`config.mk`:
```
export PLATFORM = sky130hd
export DESIGN_NAME = codec_frame_buffer
export DESIGN_NICKNAME = d
export VERILOG_FILES = /design/src/rtl/codec_pkg.sv /design/src/rtl/frame_fifo.sv /design/src/rtl/codec_frame_buffer.sv
export SDC_FILE = /design/constraint.sdc
export NUM_CORES = 1
export LEC_CHECK = 0
export BUFFER_PORTS_ARGS = -buffer_cell sky130_fd_sc_hd__buf_2
export CELL_PAD_IN_SITES_DETAIL_PLACEMENT = 0
export CELL_PAD_IN_SITES_GLOBAL_PLACEMENT = 1
export CORE_UTILIZATION = 41
export DETAILED_ROUTE_END_ITERATION = 6
export PLACE_DENSITY_LB_ADDON = 0.1
export SLEW_MARGIN = 20
export SYNTH_ARGS = -nofsm -noshare
export SYNTH_HDL_FRONTEND = slang
export SYNTH_SLANG_ARGS = --single-unit
```
`constraint.sdc`:
```
create_clock -name clk -period 3.69 [get_ports clk]
set_input_delay 0.738 -clock clk [delete_from_list [all_inputs] [get_ports clk]]
set_output_delay 0.738 -clock clk [all_outputs]
set_load 0.03 [all_outputs]
```
`src/rtl/codec_pkg.sv`:
```
// Shared defaults and frame sizing for the codec sample path.
package codec_pkg;

    localparam int CODEC_WIDTH      = 16;
    localparam int CODEC_CHANNELS   = 2;
    localparam int CODEC_FIFO_DEPTH = 4;

    function automatic int frame_width(input int width, input int channels);
        return width * channels;
    endfunction

endpackage

```
`src/rtl/frame_fifo.sv`:
```
// Frame FIFO with wrap-bit pointers; the head is exposed combinationally so
// the codec side can take a frame in the same cycle it asks for one.
module frame_fifo #(
    parameter int DATA_W = 32,
    parameter int DEPTH  = 4,
    localparam int AW    = $clog2(DEPTH)
) (
    input  logic              clk,
    input  logic              reset,
    input  logic              wr_en,
    input  logic [DATA_W-1:0] wr_data,
    input  logic              rd_en,
    output logic [DATA_W-1:0] rd_data,
    output logic              full,
    output logic              empty,
    output logic [AW:0]       level
);

    logic [AW:0]       wptr, rptr;
    logic [DATA_W-1:0] mem [DEPTH];

    always_ff @(posedge clk or posedge reset) begin
        if (reset) begin
            wptr <= '0;
            rptr <= '0;
        end else begin
            if (wr_en) wptr <= wptr + 1'b1;
            if (rd_en) rptr <= rptr + 1'b1;
        end
    end

    // Contents need no reset: pointers alone decide what is valid.
    always_ff @(posedge clk) begin
        if (wr_en) mem[wptr[AW-1:0]] <= wr_data;
    end

    assign rd_data = mem[rptr[AW-1:0]];
    assign empty   = (wptr == rptr);
    assign full    = (wptr[AW] != rptr[AW]) && (wptr[AW-1:0] == rptr[AW-1:0]);
    assign level   = wptr - rptr;

endmodule

```
`src/rtl/codec_frame_buffer.sv`:
```
// Frame buffer between synthesis logic and the AC97 codec interface.
// Optional underrun counter port: define CODEC_UNDERRUN_COUNT_EN.
module codec_frame_buffer
    import codec_pkg::*;
#(
    parameter int WIDTH    = CODEC_WIDTH,
    parameter int CHANNELS = CODEC_CHANNELS,
    parameter int DEPTH    = CODEC_FIFO_DEPTH,
    localparam int FW      = frame_width(WIDTH, CHANNELS),
    localparam int LW      = $clog2(DEPTH) + 1
) (
    input  logic          clk,
    input  logic          reset,
    input  logic [FW-1:0] new_sample_in,
    input  logic          latch_new_sample_in,
    output logic          generate_next_sample,
    input  logic          new_frame,
    output logic [FW-1:0] valid_sample,
    output logic [LW-1:0] fill_level,
    output logic          underrun,
    output logic          overflow
`ifdef CODEC_UNDERRUN_COUNT_EN
    ,
    output logic [15:0]   underrun_count
`endif
);

    logic          prev_nf, frame_edge, pop, under_ev, wr_en, drop;
    logic          full, empty, armed, prime_q;
    logic [FW-1:0] head, cur_frame;
    logic [LW:0]   lvl_nxt;

    frame_fifo #(.DATA_W(FW), .DEPTH(DEPTH)) u_fifo (
        .clk     (clk),
        .reset   (reset),
        .wr_en   (wr_en),
        .wr_data (new_sample_in),
        .rd_en   (pop),
        .rd_data (head),
        .full    (full),
        .empty   (empty),
        .level   (fill_level)
    );

    // Gated by reset so nothing leaks out while reset is held with new_frame high.
    assign frame_edge = new_frame & ~prev_nf & ~reset;
    assign pop        = frame_edge & ~empty;
    assign under_ev   = frame_edge & empty;
    // A pop in the same cycle frees the slot, so a full FIFO still takes the write.
    assign wr_en      = latch_new_sample_in & (~full | pop);
    assign drop       = latch_new_sample_in & full & ~pop;
    assign lvl_nxt    = {1'b0, fill_level} + (LW+1)'(wr_en) - (LW+1)'(pop);

    assign valid_sample         = pop ? head : cur_frame;
    assign generate_next_sample = prime_q | (frame_edge & (lvl_nxt < (LW+1)'(DEPTH)));

    always_ff @(posedge clk or posedge reset) begin
        if (reset) begin
            prev_nf   <= 1'b0;
            cur_frame <= '0;
            armed     <= 1'b1;
            prime_q   <= 1'b0;
            underrun  <= 1'b0;
            overflow  <= 1'b0;
        end else begin
            prev_nf <= new_frame;
            armed   <= 1'b0;
            prime_q <= armed;
            if (pop)      cur_frame <= head;
            if (under_ev) underrun  <= 1'b1;
            if (drop)     overflow  <= 1'b1;
        end
    end

`ifdef CODEC_UNDERRUN_COUNT_EN
    always_ff @(posedge clk or posedge reset) begin
        if (reset)
            underrun_count <= '0;
        else if (under_ev && underrun_count != 16'hFFFF)
            underrun_count <= underrun_count + 16'd1;
    end
`endif

endmodule

```
==> summary by stage, run 1 <==
Floorplanning
The I/O pin total is 74. Measured along the x axis, the die boundary spans 129 um. The floorplan die area is 16700 um^2. The height of the chip is 129 um. The core region is 15800 um^2. In this run the core area contains 46 standard-cell rows. The initial cell density of the core is 0.420.

GRT
The initial antenna violation count came to 0. Entering global routing, the biggest net connects 35 pins. The final global-route overflow total is 0. The number of global-route vias before repair is 3257.

The first global-routing pass estimated 18500 um of wire. For this run, the total global-route usage over all layers was measured as 0.158.

Power and ir drop
Of the total power, the share spent switching nets is 0.335. The cell internal power dissipation is 0.00488 W. The leakage component of the power is 3.03 nW. The worst-case IR drop observed on VDD is 0.408 mV.

The design draws 0.00734 W. The switching power is 0.00246 W. Power spread over the standard cell area amounts to 926 nW/um^2.

The portion of total power attributed to combinational logic is 0.366. The share of total power dissipated in the clock network is 0.253. Of the total power, registers draw 0.382.

STA
Summed over all failing endpoints, the final setup total negative slack is 0 ns. Setup repair after global routing left no endpoint under its margin. The clock arrives with 0.0122 ns of skew.

The final number of hold-violating endpoints is 0. The final critical-path share of the clock period is 0.962. The smallest setup slack after layout is 0.142 ns. Measured against its own limit, the worst slew margin works out to 0.424. The maximum operating frequency is 282 MHz. The worst hold slack after final layout is 0.396 ns. The minimum clock period after layout is 3.55 ns. Setup violations remaining at the end of the flow were counted as 0.

The number of slew-limit violations in the final report is 0. The slew of the pin with the lowest slew margin is 0.863 ns.

Critical path
Along the worst path, the maximum fanout reaches 5. The kind of end point of the critical path is a primary output. For the worst setup path, the data arrival time is 2.81 ns. The reg-to-reg critical path startpoint is u_fifo.wptr[0].

The startpoint type of the worst setup path is a register. At the worst endpoint, the required time is 2.95 ns. The path type of the worst setup path is register to primary output. The timing startpoint of the critical path is u_fifo.wptr[0].

Synthesis
For this run, the leading register cell type out of synthesis is edfxtp_1. The mean instance size in the synthesized netlist is 22.6 um^2. After technology mapping, the gate count stands at 294. For this run, the number of Yosys warnings is 0. The synthesized design spends more area on one cell type than any other, namely edfxtp_1. Counting every net in the synthesized netlist gives 340.

The number of flops mapped to enable cells by yosys is 128. The share of synthesized flip-flops with an asynchronous set or reset is 0.251. In the post-synthesis netlist, the biggest area contributors are edfxtp_1 58%, dfrtp_1 16%, mux4_2 11%.

The share of synthesized area in the top cell type comes to 0.579. The synthesized design contains 171 register bits. The mapped netlist covers 6640 um^2. The part of the Yosys area used for sequential elements is 0.741. The number of different library cells used by synthesis comes to 33.

Clock network
Buffers inserted to repair hold after CTS numbered 0. The H-tree was split into 4 levels. The cell chosen for the clock root is clkbuf_16. In this run the deepest clock path goes through 2 buffers. For the worst-skew pair, the clock arrives at the later sink with an insertion delay of 0.43 ns. The number of sinks driven by the clock tree is 171. TritonCTS built the clock tree. The number of clock buffers added by TritonCTS is 17. The post-CTS clock slew at the launch and capture registers of the worst setup and hold paths is 0.07 ns.

Cells and area
0 antenna diodes ended up in the layout. The sequential cells in the finished layout cover a total of 4920 um^2. Summing all multi-input logic gate instances after layout gives 1610 um^2. The filler-free cell count of the finished design is 616. Relative to the synthesized area, the layout overhead comes to 19.4%. The net count of the finished layout is 433. The fraction of final layout cells with drive strength greater than 1 is 0.500. The filler cell count in the final layout is 1319.

Hold path
The beginning of the worst hold path is armed. The min-delay analysis places its worst path in the category register to register.

Routing
The overall routed net length is 11900 um. In this run the remaining antenna-violating nets after routing total 0. For this run, the detailed router's first-pass iteration total came to 6. The count of vias placed by the detailed router is 2979. The wire length per cell is 19.2 um. The initial DRC count is 128. Dividing the detail-routed via count by the number of cells gives 4.84. The number of remaining DRC errors is 0.

Place
Input and output buffers added on the ports amount to 73. The worst slack at placement is 0.435 ns. The half-perimeter wire length of the detailed placement result is 6750 um. The congestion estimate from routability-driven global placement came to 0.703.

The number of placed instances with taps included is 581.

Status
The flow ran to the end, and the final reports show no timing, DRC or antenna violations.

Job
The number of max-cap violations is 0.
synth_stat cells (all sizes together) (2+ instances only):
cell,count
dfrtp,42
nor3b,2
xnor2,6
clkbuf,2
mux4,32
ha,9
and2,3
mux2,34
buf,10
edfxtp,128
inv,9
flip-flops by register name, summed over array words and instances, names as in the netlist:
| register | cells |
|---|---|
| overflow | 1 |
| cur_frame | 32 |
| prime_q | 1 |
| underrun | 1 |
| u_fifo.rptr | 3 |
| u_fifo.mem | 128 |
| armed | 1 |
| u_fifo.wptr | 3 |
| prev_nf | 1 |
cell families (layout without fill, tap and decap cells):
family / after synthesis / after routing / synth area share
muxes: 66 / 66 / 0.182
xor gates and xnor gates: 8 / 8 / 0.0139
AOI/OAI and AO/OA: 8 / 8 / 0.0119
other: 1 / 1 / 0.000565
and+or+nand+nor: 9 / 9 / 0.0104
adders and majority gates: 10 / 10 / 0.0200
buffers and inverters: 21 / 127 / 0.0202
DFF: 171 / 171 / 0.741
power by group through the flow:
stage          sequential [W]  combinational [W]  clock (W)
3_5_place_dp          0.00284            0.00268          0
4_1_cts               0.00281            0.00269    0.00190
2_1_floorplan         0.00281            0.00206          0
3_3_place_gp          0.00282            0.00267          0
5_1_grt               0.00285            0.00291    0.00197
6_report              0.00280            0.00268    0.00185
worst max-delay path, stage by stage (launching register included):
cell and delay (ns):
dfrtp_1 0.39, inv_2 0.07, ha_1 0.37, nand2_4 0.13, o21ai_4 0.06, or2_2 0.28, ha_1 0.26, nor3b_2 0.16
o2111a_1 0.23, a211o_1 0.26, buf_2 0.17
routing by layer:
layer | routed length (um) | track usage | vias up
li1 | - | - | 1359
met1 | 5130 | 0.191 | 1555
met2 | 6090 | 0.262 | 49
met3 | 481 | 0.0495 | 16
met4 | 162 | 0.0664 | 0
met5 | 0 | 0 | -
metrics by stage:
stage	util	cell area, um^2
after floorplan	-	6640
after global placement	0.459	7270
after detailed placement	0.459	7270
after CTS	0.498	7890
after global routing	0.501	7930
final	0.501	7930
cells in the final DEF, fill, tap and decap left out, types with 3 or more instances in the layout:
cell / count
inv_1: 6
edfxtp_1: 128
mux2_4: 28
and2_2: 3
ha_1: 9
buf_4: 12
clkbuf_16: 17
bufinv_16: 3
inv_2: 3
buf_2: 73
dfrtp_1: 40
clkinvlp_4: 3
mux2_2: 5
xnor2_1: 6
mux4_2: 32
clkinv_2: 3
timing repair:
action | CTS | global route
resized for setup | 1 | 5
buffers inserted | 0 | 3
pin swaps | 1 | 1
cloned | 0 | 0
endpoints found under the setup margin | 1 | 17
path summary, 6_finish.rpt:
| kind | slack [ns] | endpoint | depth (start not counted) |
|---|---|---|---|
| hold / removal | 0.40 | prime_q | 0 |
| hold reg to reg | 0.40 | prime_q | 0 |
| max in group asynchronous | 2.45 | armed | 3 |
| setup / recovery | 0.14 | generate_next_sample | 10 |
| min in group asynchronous | 0.49 | prev_nf | 2 |
| setup reg to reg | 1.28 | u_fifo.mem[0][16] | 6 |
cell type report:
class / count / area share
Multi-Input combinational cell: 102 / 0.203
Clock buffer: 19 / 0.0571
Timing Repair Buffer: 86 / 0.0600
Inverter: 9 / 0.00426
Clock inverter: 13 / 0.0208
Sequential cell: 171 / 0.621
Tap cell: 216 / 0.0341
(Power assumes the default switching activity.)
==> run 2: changes to the inputs <==
==> constraint.sdc (replaced) <==
create_clock -name clk -period 2.9 [get_ports clk]
set_input_delay 0.58 -clock clk [delete_from_list [all_inputs] [get_ports clk]]
set_output_delay 0.58 -clock clk [all_outputs]
set_load 0.03 [all_outputs]
==> run 2 against run 1 <==
Against the previous run:
- non-clock buffer count grew 10
- first-iteration DRC count up 12%
- flip-flop and latch count unchanged
- clock skew shrank 0.0029 ns
- power grew 31%
- critical path type unchanged
- clock-buffer cell count shrank 2
- the run now ends with setup timing left
==> summary by stage, run 2 (synthesis results as in run 1) <==
Cells and area
The final design instance area without fill is 8190 um^2 (+3.3%). The top cell types in the final layout, fill and taps aside, are 128 x edfxtp_1, 65 x buf_2, 39 x dfrtp_1. Relative to the synthesized area, the layout overhead comes to 23.3%. The filler cell count in the final layout came to 1324 (+0.38%). The number of nets in the layout came to 443 (+2.3%). The filler-free cell count of the finished design came to 627 (+1.8%).

The share of the core filled with cells in the final layout was 0.517 (+0.0166). The commonest non-fill, non-tap cell in the layout is edfxtp_1. The fraction of final layout cells with drive strength greater than 1 was 0.532 (+0.0317). The number of flip-flops in the largest register is 128 (unchanged).

GRT
The pin count of the biggest net entering global routing was 44 (+26%). The number of global-route vias before repair is 3233 (-0.74%). The final global-route overflow total was 0 (unchanged).

The initial antenna violation count is 1 (+1). The global-route usage over all layers is 0.155 (-0.00314). The wire length of the first global-routing pass is 18100 um (-2.0%).

STA
The final number of hold-violating endpoints is 0 (unchanged). The worst hold slack after final layout is 0.286 ns (-0.110 ns). Of the available clock period, the critical path in the final layout requires 1.10. The clock tree skew after final layout is 0.00924 ns (-0.00293 ns). The smallest setup slack after layout was -0.297 ns (-0.439 ns). Setup repair after global routing could not meet its margin everywhere. The number of setup violations in the final report was 1 (+1). The maximum operating frequency is 313 MHz. The normalized max-slew margin was 0.571 (+0.146). The minimum clock period after layout is 3.20 ns. The number of slew-limit violations in the final report is 0 (unchanged). The slew of the pin with the lowest slew margin is 0.644 ns (-0.218 ns).

Routing
The number of remaining DRC errors is 0 (unchanged). The initial DRC count is 143 (+12%). The overall routed net length is 12300 um (+3.5%).

The post-detailed-route count of antenna-violating nets came to 0 (unchanged). The length of the first detailed-routing pass in iterations is 4 (-2). The count of vias placed by the detailed router is 3054 (+2.5%).

The detail-routed via count per cell is 4.87 (+0.72%). The wire length per cell came to 19.6 um (+1.7%).

Place
The number of placed instances with taps included was 585 (+0.69%). The count of port buffers added during placement is 73 (unchanged). The final RePlAce weighted congestion is 0.679 (-3.4%). The half-perimeter wire length of the detailed placement result is 6550 um (-3.0%). The total placed instance area is 7380 um^2 (+1.5%).

Status
The run finished, with violations left. The checks that failed: setup timing.

Power and ir drop
The switching power was 0.00324 W (+32%). The switching power share of the total is 0.336 (+0.00186). The worst-case vdd ir drop is 0.494 mV (+21%). The portion of total power attributed to combinational logic is 0.397 (+0.031). The cell internal power dissipation came to 0.00638 W (+31%). The clock power share is 0.232 (-0.021). The leakage component of the power came to 3.13 nW (+3.1%).

The power per unit of standard cell area is 1170 nW/um^2 (+27%). The sequential group share of total power is 0.371 (-0.011).

Critical path
The critical path is of the register to primary output type. The count of cells along the worst register-to-register path was 5 (-1). The data arrival time of the critical path is 2.62 ns (-0.19 ns). The startpoint identified for the worst register-to-register timing path is prev_nf.

The worst setup slack for register-to-register paths came to 0.87 ns (-0.41 ns). The endpoint of the most critical register-to-register path is u_fifo.mem[2][6]. The timing startpoint of the critical path is u_fifo.wptr[0]. The data required time of the critical path was 2.32 ns (-0.63 ns). The worst setup path is captured at a primary output. STA classifies the critical path startpoint as a register. The largest fanout of any net on the critical path is 2 (-3).

Floorplanning
The horizontal die dimension is 129 um (unchanged). The initial cell density of the core was 0.420 (unchanged). The I/O pin total came to 74 (unchanged). The number of core rows came to 46 (unchanged). The height of the chip is 129 um (unchanged). The floorplan die area is 16700 um^2 (unchanged). The total core area is 15800 um^2 (unchanged).

Clock network
The post-CTS clock slew at the launch and capture registers of the worst setup and hold paths is 0.06 ns (about the same). The hold-fix buffer count after cts is 0 (unchanged). The total number of H-tree levels is 4 (unchanged). The CTS tree is yes. The number of sinks driven by the clock tree is 171 (unchanged). The clock latency of the later-clocked register in the worst-skew pair was 0.42 ns (about the same). The maximum buffer depth of the clock tree is 2 (unchanged). The cell sitting at the root of the clock tree is a clkbuf_16. The TritonCTS buffer count is 17 (unchanged).

Hold path
The type of the most critical hold path is primary input to register. The beginning of the worst hold path is new_frame. For hold timing, the worst endpoint is prev_nf.

The depth of the worst hold-timing path came to 1 (+1).

Job
The number of max-cap violations came to 0 (unchanged).
-- run 2: how the worst max path moves through the flow --
stage	cells past startpoint	endpoint	slack [ns]
final	10	generate_next_sample	-0.30
after global routing	10	generate_next_sample	-0.41
after CTS	10	generate_next_sample	-0.37
after detailed placement	9	generate_next_sample	-0.09
after global placement	9	generate_next_sample	-0.03
after floorplan	12	generate_next_sample	-0.11
-- run 2: stage by stage --
step           power (W)  setup slack, ns  setup TNS [ns]
4_1_cts          0.00963           -0.374           -3.86
2_1_floorplan    0.00633           -0.109          -0.109
6_report         0.00962           -0.297          -0.297
3_3_place_gp     0.00721          -0.0294         -0.0294
5_1_grt           0.0102           -0.407          -0.574
3_5_place_dp     0.00724          -0.0940         -0.0940
-- run 2: worst max-delay path: stages, from the launching register on --
cell and delay (ns):
dfrtp_1 0.39, inv_2 0.08, ha_4 0.12, inv_2 0.03, fa_2 0.54, inv_2 0.05, ha_4 0.22, nor3b_4 0.15
o2111a_1 0.24, a211o_4 0.26, buf_6 0.14
-- run 2: what timing repair did --
action                                 CTS  global route
endpoints found under the hold margin    0             0
setup endpoints to repair               33            33
buffers inserted                         1             4
resized for setup                       11            29
gates cloned                             0             4
pin swaps                                4             5
-- run 2: layout make-up --
class	instances	area, um^2	share of cell area
sequential	171	4920	0.601
multi-input combinational	102	1670	0.203
timing repair buffer	96	697	0.0851
clock buffer	17	425	0.0519
tap	216	270	0.0330
clock inverter	15	165	0.0202
inverter	9	38.8	0.00474
antenna	1	2.50	0.000306
-- run 2: power by group through the flow --
stage                     clock network [W]  registers (W)  logic, W
after global placement                    0        0.00359   0.00362
after CTS                           0.00230        0.00358   0.00375
after detailed placement                  0        0.00361   0.00363
final                               0.00223        0.00357   0.00382
after floorplan                           0        0.00358   0.00275
after global routing                0.00240        0.00363   0.00413
-- run 2: metal layers --
layer,vias up,track usage,wire (um)
li1,1386,-,-
met1,1604,0.193,5400
met2,53,0.257,6280
met3,11,0.0442,442
met4,0,0.0581,154
met5,-,0,0
